==> src/rtl/avmm_lvds_bridge_rx_packer.sv <==
// rtl/avmm_lvds_bridge_rx_packer.sv - narrow-to-wide slice packer with FWFT output FIFO
// Slices from the LVDS deserializer are assembled LSB-first into DATA_W words and queued.
module avmm_lvds_bridge_rx_packer #(
  parameter int DATA_W = 32,
  parameter int FACTOR = 4,
  parameter int DEPTH  = 4
) (
  input  logic                       clk_i,
  input  logic                       rst_n_i,
  input  logic [DATA_W/FACTOR-1:0]   data_i,
  input  logic                       valid_i,
  input  logic                       sync_i,
  output logic [DATA_W-1:0]          q_o,
  output logic                       valid_o,
  input  logic                       ready_i,
  output logic [$clog2(DEPTH):0]     level_o,
  output logic                       overflow_o,
  input  logic                       clr_ovf_i,
  output logic                       align_err_o
);

  localparam int SW = DATA_W / FACTOR;
  localparam int CW = (FACTOR > 1) ? $clog2(FACTOR) : 1;
  localparam int PW = $clog2(DEPTH);
  localparam int LW = PW + 1;

  logic [CW-1:0]     cnt;
  logic [CW-1:0]     eff_cnt;
  logic [DATA_W-1:0] asm_q;
  logic [DATA_W-1:0] asm_next;
  logic              last;
  logic              realign;

  logic [DATA_W-1:0] mem [DEPTH];
  logic [PW-1:0]     wptr;
  logic [PW-1:0]     rptr;
  logic [LW-1:0]     level;
  logic              full;
  logic              pop;
  logic              push;
  logic              drop;
  logic              overflow;
  logic              align_err;

  // A qualified sync restarts assembly at slice 0; any partial word is simply overwritten.
  always_comb begin
    eff_cnt  = cnt;
    realign  = 1'b0;
    if (valid_i && sync_i) begin
      eff_cnt = '0;
      realign = (cnt != '0);
    end
    asm_next = asm_q;
    if (valid_i) begin
      asm_next[int'(eff_cnt)*SW +: SW] = data_i;
    end
    last = valid_i && (eff_cnt == CW'(FACTOR - 1));
  end

  always_comb begin
    full = (level == LW'(DEPTH));
    pop  = (level != '0) && ready_i;
    push = last && (!full || pop);
    drop = last && full && !pop;
  end

  always_ff @(posedge clk_i or negedge rst_n_i) begin
    if (!rst_n_i) begin
      cnt       <= '0;
      align_err <= 1'b0;
    end else begin
      align_err <= realign;
      if (valid_i) begin
        cnt <= last ? '0 : eff_cnt + CW'(1);
      end
    end
  end

  always_ff @(posedge clk_i) begin
    if (valid_i) begin
      asm_q <= asm_next;
    end
  end

  // Storage is not reset; the pointers and level define what is valid.
  always_ff @(posedge clk_i) begin
    if (push) begin
      mem[wptr] <= asm_next;
    end
  end

  always_ff @(posedge clk_i or negedge rst_n_i) begin
    if (!rst_n_i) begin
      wptr     <= '0;
      rptr     <= '0;
      level    <= '0;
      overflow <= 1'b0;
    end else begin
      if (push) begin
        wptr <= wptr + PW'(1);
      end
      if (pop) begin
        rptr <= rptr + PW'(1);
      end
      case ({push, pop})
        2'b10:   level <= level + LW'(1);
        2'b01:   level <= level - LW'(1);
        default: level <= level;
      endcase
      // A fresh drop wins over a coincident clear.
      if (drop) begin
        overflow <= 1'b1;
      end else if (clr_ovf_i) begin
        overflow <= 1'b0;
      end
    end
  end

  assign q_o         = mem[rptr];
  assign valid_o     = (level != '0);
  assign level_o     = level;
  assign overflow_o  = overflow;
  assign align_err_o = align_err;

endmodule

==> config.mk <==
export PLATFORM = sky130hd
export DESIGN_NAME = avmm_lvds_bridge_rx_packer
export DESIGN_NICKNAME = d
export VERILOG_FILES = /design/src/rtl/avmm_lvds_bridge_rx_packer.sv
export SDC_FILE = /design/constraint.sdc
export NUM_CORES = 1
export LEC_CHECK = 0
export CAP_MARGIN = 0
export CORE_MARGIN = 3
export CORE_UTILIZATION = 58
export DETAILED_ROUTE_END_ITERATION = 12
export PLACE_DENSITY = 0.79
export REMOVE_ABC_BUFFERS = 1
export SLEW_MARGIN = 5
export SYNTH_ARGS = -nofsm -noshare
export SYNTH_HDL_FRONTEND = slang
export SYNTH_SLANG_ARGS = --single-unit
==> constraint.sdc <==
create_clock -name clk_i -period 2.9 [get_ports clk_i]
set_input_delay 0.58 -clock clk_i [delete_from_list [all_inputs] [get_ports clk_i]]
set_output_delay 0.58 -clock clk_i [all_outputs]
set_load 0.03 [all_outputs]
==> Yosys cells after proc, flatten, opt, wreduce, memory -nomap -nowiden <==
Memory sizes are Yosys's and may differ from the RTL's.
Index checks and enable logic that the tools add are counted.
{ "word_totals": {"mem_bits_rw": 128, "register_bits": 43, "mem_count": 1, "word_cells": 43} }
{ "op_classes": {"n_eq_ne": 4, "add_sub_neg": 6, "mux": 10, "reduce_logical": 13, "shift": 2} }
{ "mem_list": {"columns": ["memory", "words", "word_bits", "read_ports", "rd_ports_with_merged_regs", "wr", "line_no", "source"], "rows": [
  ["mem", 4, 32, 1, 0, 1, "34", "logic [DATA_W-1:0] mem [DEPTH];"]
]} }
{ "ops": {"columns": ["op", "count"], "rows": [
  ["$neg A5 Y33", 1],
  ["$shift A8 B33 Y32 const A", 1],
  ["$shiftx A8 B33 Y32", 1],
  ["$bwmux W32", 1],
  ["$mux W32", 1],
  ["$add A2 B1 Y2 const B", 3],
  ["$logic_and A1 B1 Y1", 6],
  ["$pmux W3 S2", 1],
  ["$reduce_bool A2 Y1", 3],
  ["$mux W1", 5],
  ["$eq A2 B2 Y1 const B", 2],
  ["$mux W2", 2],
  ["$add A3 B1 Y3 const B", 1],
  ["$eq A3 B3 Y1 const B", 1],
  ["$reduce_bool A3 Y1", 1],
  ["$sub A3 B1 Y3 const B", 1],
  ["$eq A2 B1 Y1 const B", 1],
  ["$logic_not A1 Y1", 2],
  ["$logic_or A1 B1 Y1", 1]
]} }

==> Longest topological paths before layout <==
{ "logic_depth": {"ltp_word": 7, "ltp_mapped": 12, "depth_no_buf": 10} }

==> Least setup slack after synthesis <==
No wires, ideal clock.
{ "synth_timing": {"path_kind": "input port to flip-flop", "startpoint": "input port valid_i", "endpoint": "memory mem[0][0] (enable)", "path_stages": 8, "path_buffers": 1, "slack_ps": 236, "t_arrival_ps": 2272, "cell_sequence": "buf_6 > nand2_4 > nand2_1 > inv_1 > ha_1 > nand2_1 > a31oi_2 > and2_1"} }
{ "synth_between": {"elab_chain_len": 7} }
{ "synth_rtl": {"columns": ["item", "line_no", "source"], "rows": [
  ["from (decl)", "11", "input logic valid_i,"],
  ["$logic_and A1 B1 Y1", "49", "if (valid_i && sync_i) begin"],
  ["$mux W2", "49", null],
  ["$eq A2 B2 Y1", "57", "last = valid_i && (eff_cnt == CW'(FACTOR - 1));"],
  ["$logic_and A1 B1 Y1 (*)", "57", null],
  ["$logic_and A1 B1 Y1 (*)", "63", "push = last && (!full || pop);"],
  ["$mux W1 (*)", "87", "if (push) begin"],
  ["$mux W1 (implied by the code) (*)", "88", "mem[wptr] <= asm_next;"],
  ["to (decl)", "34", null]
]} }
Mark *: on every way between the ends. The rest lies on a longest branch, timed or not.

==> Final worst setup path <==
{ "layout_timing": {"startpoint": "register rptr[0]", "endpoint": "output port q_o[19]"} }
{ "layout_between": {"elab_chain_len": 1} }
{ "layout_rtl": {"columns": ["item", "line_no", "source"], "rows": [
  ["from (decl)", "36", "logic [PW-1:0] rptr;"],
  ["from (signal assigned)", "103", "rptr <= rptr + PW'(1);"],
  ["$mem_v2 Z4 W32", null, null],
  ["to (decl)", "13", "output logic [DATA_W-1:0] q_o,"]
]} }
Every way passes these cells.

==> impl_results.md <==
* Post-synth top cells: edfxtp_1 (160), a22o_1 (32), mux4_2 (32)
* Critical Path Max Stage Delay at 0.60 ns
* Clock sink count at about 170
* Die area at 13000 um^2
* Drt drc at 0
* Family with the most delay on the worst path: buffers and inverters
* Final #Nets at 421
* Fmax at around 350 MHz
* CP max FO at 16
* Post-synth top area share at between 70% and 80%
* Post-DP HPWL at 7550 um
* 1st-pass router iterations at 4
* Slew at the pin closest to its max-slew limit at 0.506 ns
* Core area at 11100 um^2
* Clock transition at the registers of the reported paths at around 0.070 ns
* All-Layer GR Usage at 22.4%
* Pwr dens at around 1000 nW/um^2
* Hold depth at 3
* CTS buffer count at 17
* Area of the multi-input gates at 1570 um^2
* Deepest clock path buffer count at 2
* Setup violators final at 0
* CP Data Required Time at 2.32 ns
* Synth area leaders: edfxtp_1 (71%), mux4_2 (11%), a22o_1 (4.1%)
* Final period utilization at 97.5%
* Cell variety after synth at 42
* Reg2reg setup slack at 0.73 ns
* Remaining global-route overflow at 0
* Critical-path top delay cell: clkdlybuf4s50_1
* Hold WC Path Type: in -> reg
* Initial antenna violation count at 0
* Asr flop ratio synth at under 10%
* Peak supply drop at 633 uV
* Vias at 3441
* First-pass GRT wire length at 21100 um
* Setup CP Type: reg -> out
* Core Rows at 38
* Min Clock Period, post-route at 2.83 ns
* Static Leak at 2.90 nW
* Die X at 114 um
* FF/Latch Area at 5080 um^2
* Max-slew violations at 0
* WL/cell at 24.7 um
* Hold Fails Final Rpt at 0
* CP Launch Type: register
* Initial Utilization at 60.7%
* Via count of the first global-routing pass at between 3000 and 4000
* Setup ws final at 0.0715 ns
* Mean post-synth cell area at 20.9 um^2
* Worst slack, placed at -0.0189 ns
* Post-synth top area cell: edfxtp_1
* RR Endpoint: level_o[1]$_DFFE_PN0P_
* Worst r2r src: cnt[0]$_DFFE_PN0P_
* Die Span Y at 114 um
* Later-pin clock latency in the skew report at 0.42 ns
* Via-per-instance ratio at 6.26
* CTS root buffer: clkbuf_16
* # hold bufs at CTS at 0
* Arr. time, crit path at 2.25 ns
* Synth Cell Area at 6760 um^2
* Synth Instances at 323
* Hold path endpoint: align_err_o$_DFF_PN0_
* Fraction of layout cells with a size suffix above 1 at a little under a quarter
* Antenna-violating nets left at 0
* Max Cap Violations at 0
* Dominant synthesized flop cell: edfxtp_1
* Status: complete, no violations
* Port bufs at 51
* Register area share after synthesis at 75.2%
* Rel. slew slack at 66.2%
* Largest net degree at the start of global routing at 33
* CTS H-Tree Depth at 4
* CTS tree: done
* I/O Pins at between 50 and 60
* EDFF count, synth at 160
* Reg2reg path depth at 9
* Flops & latches, synth at 171
* Drt initial violations at just over 300
* N_diodes at 0
* Hold_sp: valid_i
* Area Growth Syn to Fin at 21.1%
* Post-CTS setup buffer count at 0
* Top-count cell post-synth: edfxtp_1
* Clock skew at about 0.012 ns
* Fill count at between 600 and 700
* Ys Warns at 0
* Final wirelength at ~14000 um
* Non-filler cells, final at 550
* WP buf/inv at 2
* CP Capture Type: output pin
* RSZ-0062 raised after global routing: no
* Cell breakdown of the critical path: buf_12 > mux4_2 > clkdlybuf4s50_1
* DP Cell Count at 517
* GPL Wtd Cong at 0.771
-- timing repair --
item	in CTS	in global routing
gates resized for setup	19	10
setup endpoints to repair	19	12
gates cloned	0	1
-- placed cells by master, fill, tap and decap left out, types with 3 or more instances in the layout --
cell type / Yosys / routed
dlymetal6s2s_1: 0 / 10
edfxtp_1: 160 / 160
buf_4: 3 / 13
nor2_1: 6 / 6
dlygate4sd2_1: 0 / 19
dfrtp_1: 11 / 10
nand2_1: 6 / 6
inv_1: 6 / 6
and2_1: 4 / 4
xnor2_1: 3 / 3
inv_6: 0 / 6
a22o_1: 32 / 32
nor2b_1: 3 / 3
clkdlybuf4s50_1: 0 / 20
ha_1: 9 / 9
buf_12: 0 / 6
mux4_2: 32 / 32
clkbuf_16: 0 / 18
-- worst reg2reg max path, delay by kind of cell (launching register included) --
kind,cells,cell delay [ns]
buffers and inverters,1,0.06
and+or+nand+nor,3,0.30
DFF,1,0.44
adders and majority gates,2,0.67
AOI/OAI and AO/OA,3,0.59
-- where the power goes --
| part | switching (W) | internal, W |
|---|---|---|
| clock network | 0.000955 | 0.00131 |
| logic | 0.00150 | 0.00114 |
| registers | 0.000153 | 0.00306 |
| total | 0.00261 | 0.00551 |
-- layout make-up --
class | instances | share of cell area (%)
Sequential cell | 171 | 62.1
Inverter | 7 | 0.321
Tap cell | 140 | 2.14
Multi-Input combinational cell | 130 | 19.1
Timing Repair Buffer | 70 | 9.04
Clock inverter | 13 | 1.87
Clock buffer | 19 | 5.41
-- routing by layer --
metal / vias to the layer above / GRT usage (%) / wire length (um)
met5: - / 0 / 0
met4: 0 / 10.2 / 210
met3: 17 / 6.53 / 1220
met2: 186 / 35.1 / 6990
met1: 1746 / 29.4 / 5150
li1: 1492 / - / -
-- per-stage QoR --
stage                     TNS [ns]  util (%)  hold WS [ns]  total power (W)  cell area [um^2]
after floorplan              -3.50         -         0.284          0.00497              6670
final                            0      73.5         0.454          0.00812              8180
after global routing             0      73.5         0.454          0.00845              8180
after global placement           0      68.0         0.505          0.00590              7560
after CTS                        0      73.1         0.435          0.00814              8130
after detailed placement   -0.0189      68.0         0.511          0.00596              7560
-- logic make-up after synthesis --
family          Yosys count  share of synthesized area, %
flops                   171                          75.2
compound gates           46                          5.89
simple gates             36                          3.78
mux                      35                          11.1
buf+inv                  22                          1.67
fa+ha+maj                10                          1.96
xor+xnor                  3                         0.389
-- worst max path at each step --
stage / slack [ns] / cells after the start / end / start
floorplan: -0.03 / 7 / mem[2][0]$_DFFE_PP_ / sync_i
global placement: 0.05 / 11 / level_o[1]$_DFFE_PN0P_ / sync_i
detailed placement: -0.02 / 11 / level_o[1]$_DFFE_PN0P_ / sync_i
CTS: 0.0009 / 3 / q_o[14] / rptr[0]$_DFFE_PN0N_
global route: 0.007 / 3 / q_o[9] / rptr[0]$_DFFE_PN0N_
finish: 0.07 / 3 / q_o[19] / rptr[0]$_DFFE_PN0N_
-- state kept, by name, indices dropped and copies added, names as in the netlist --
signal and count:
mem 128, asm_q 32, level_o 3, cnt 2, rptr 2, wptr 2
align_err_o 1, overflow_o 1
(Power assumes the default switching activity.)
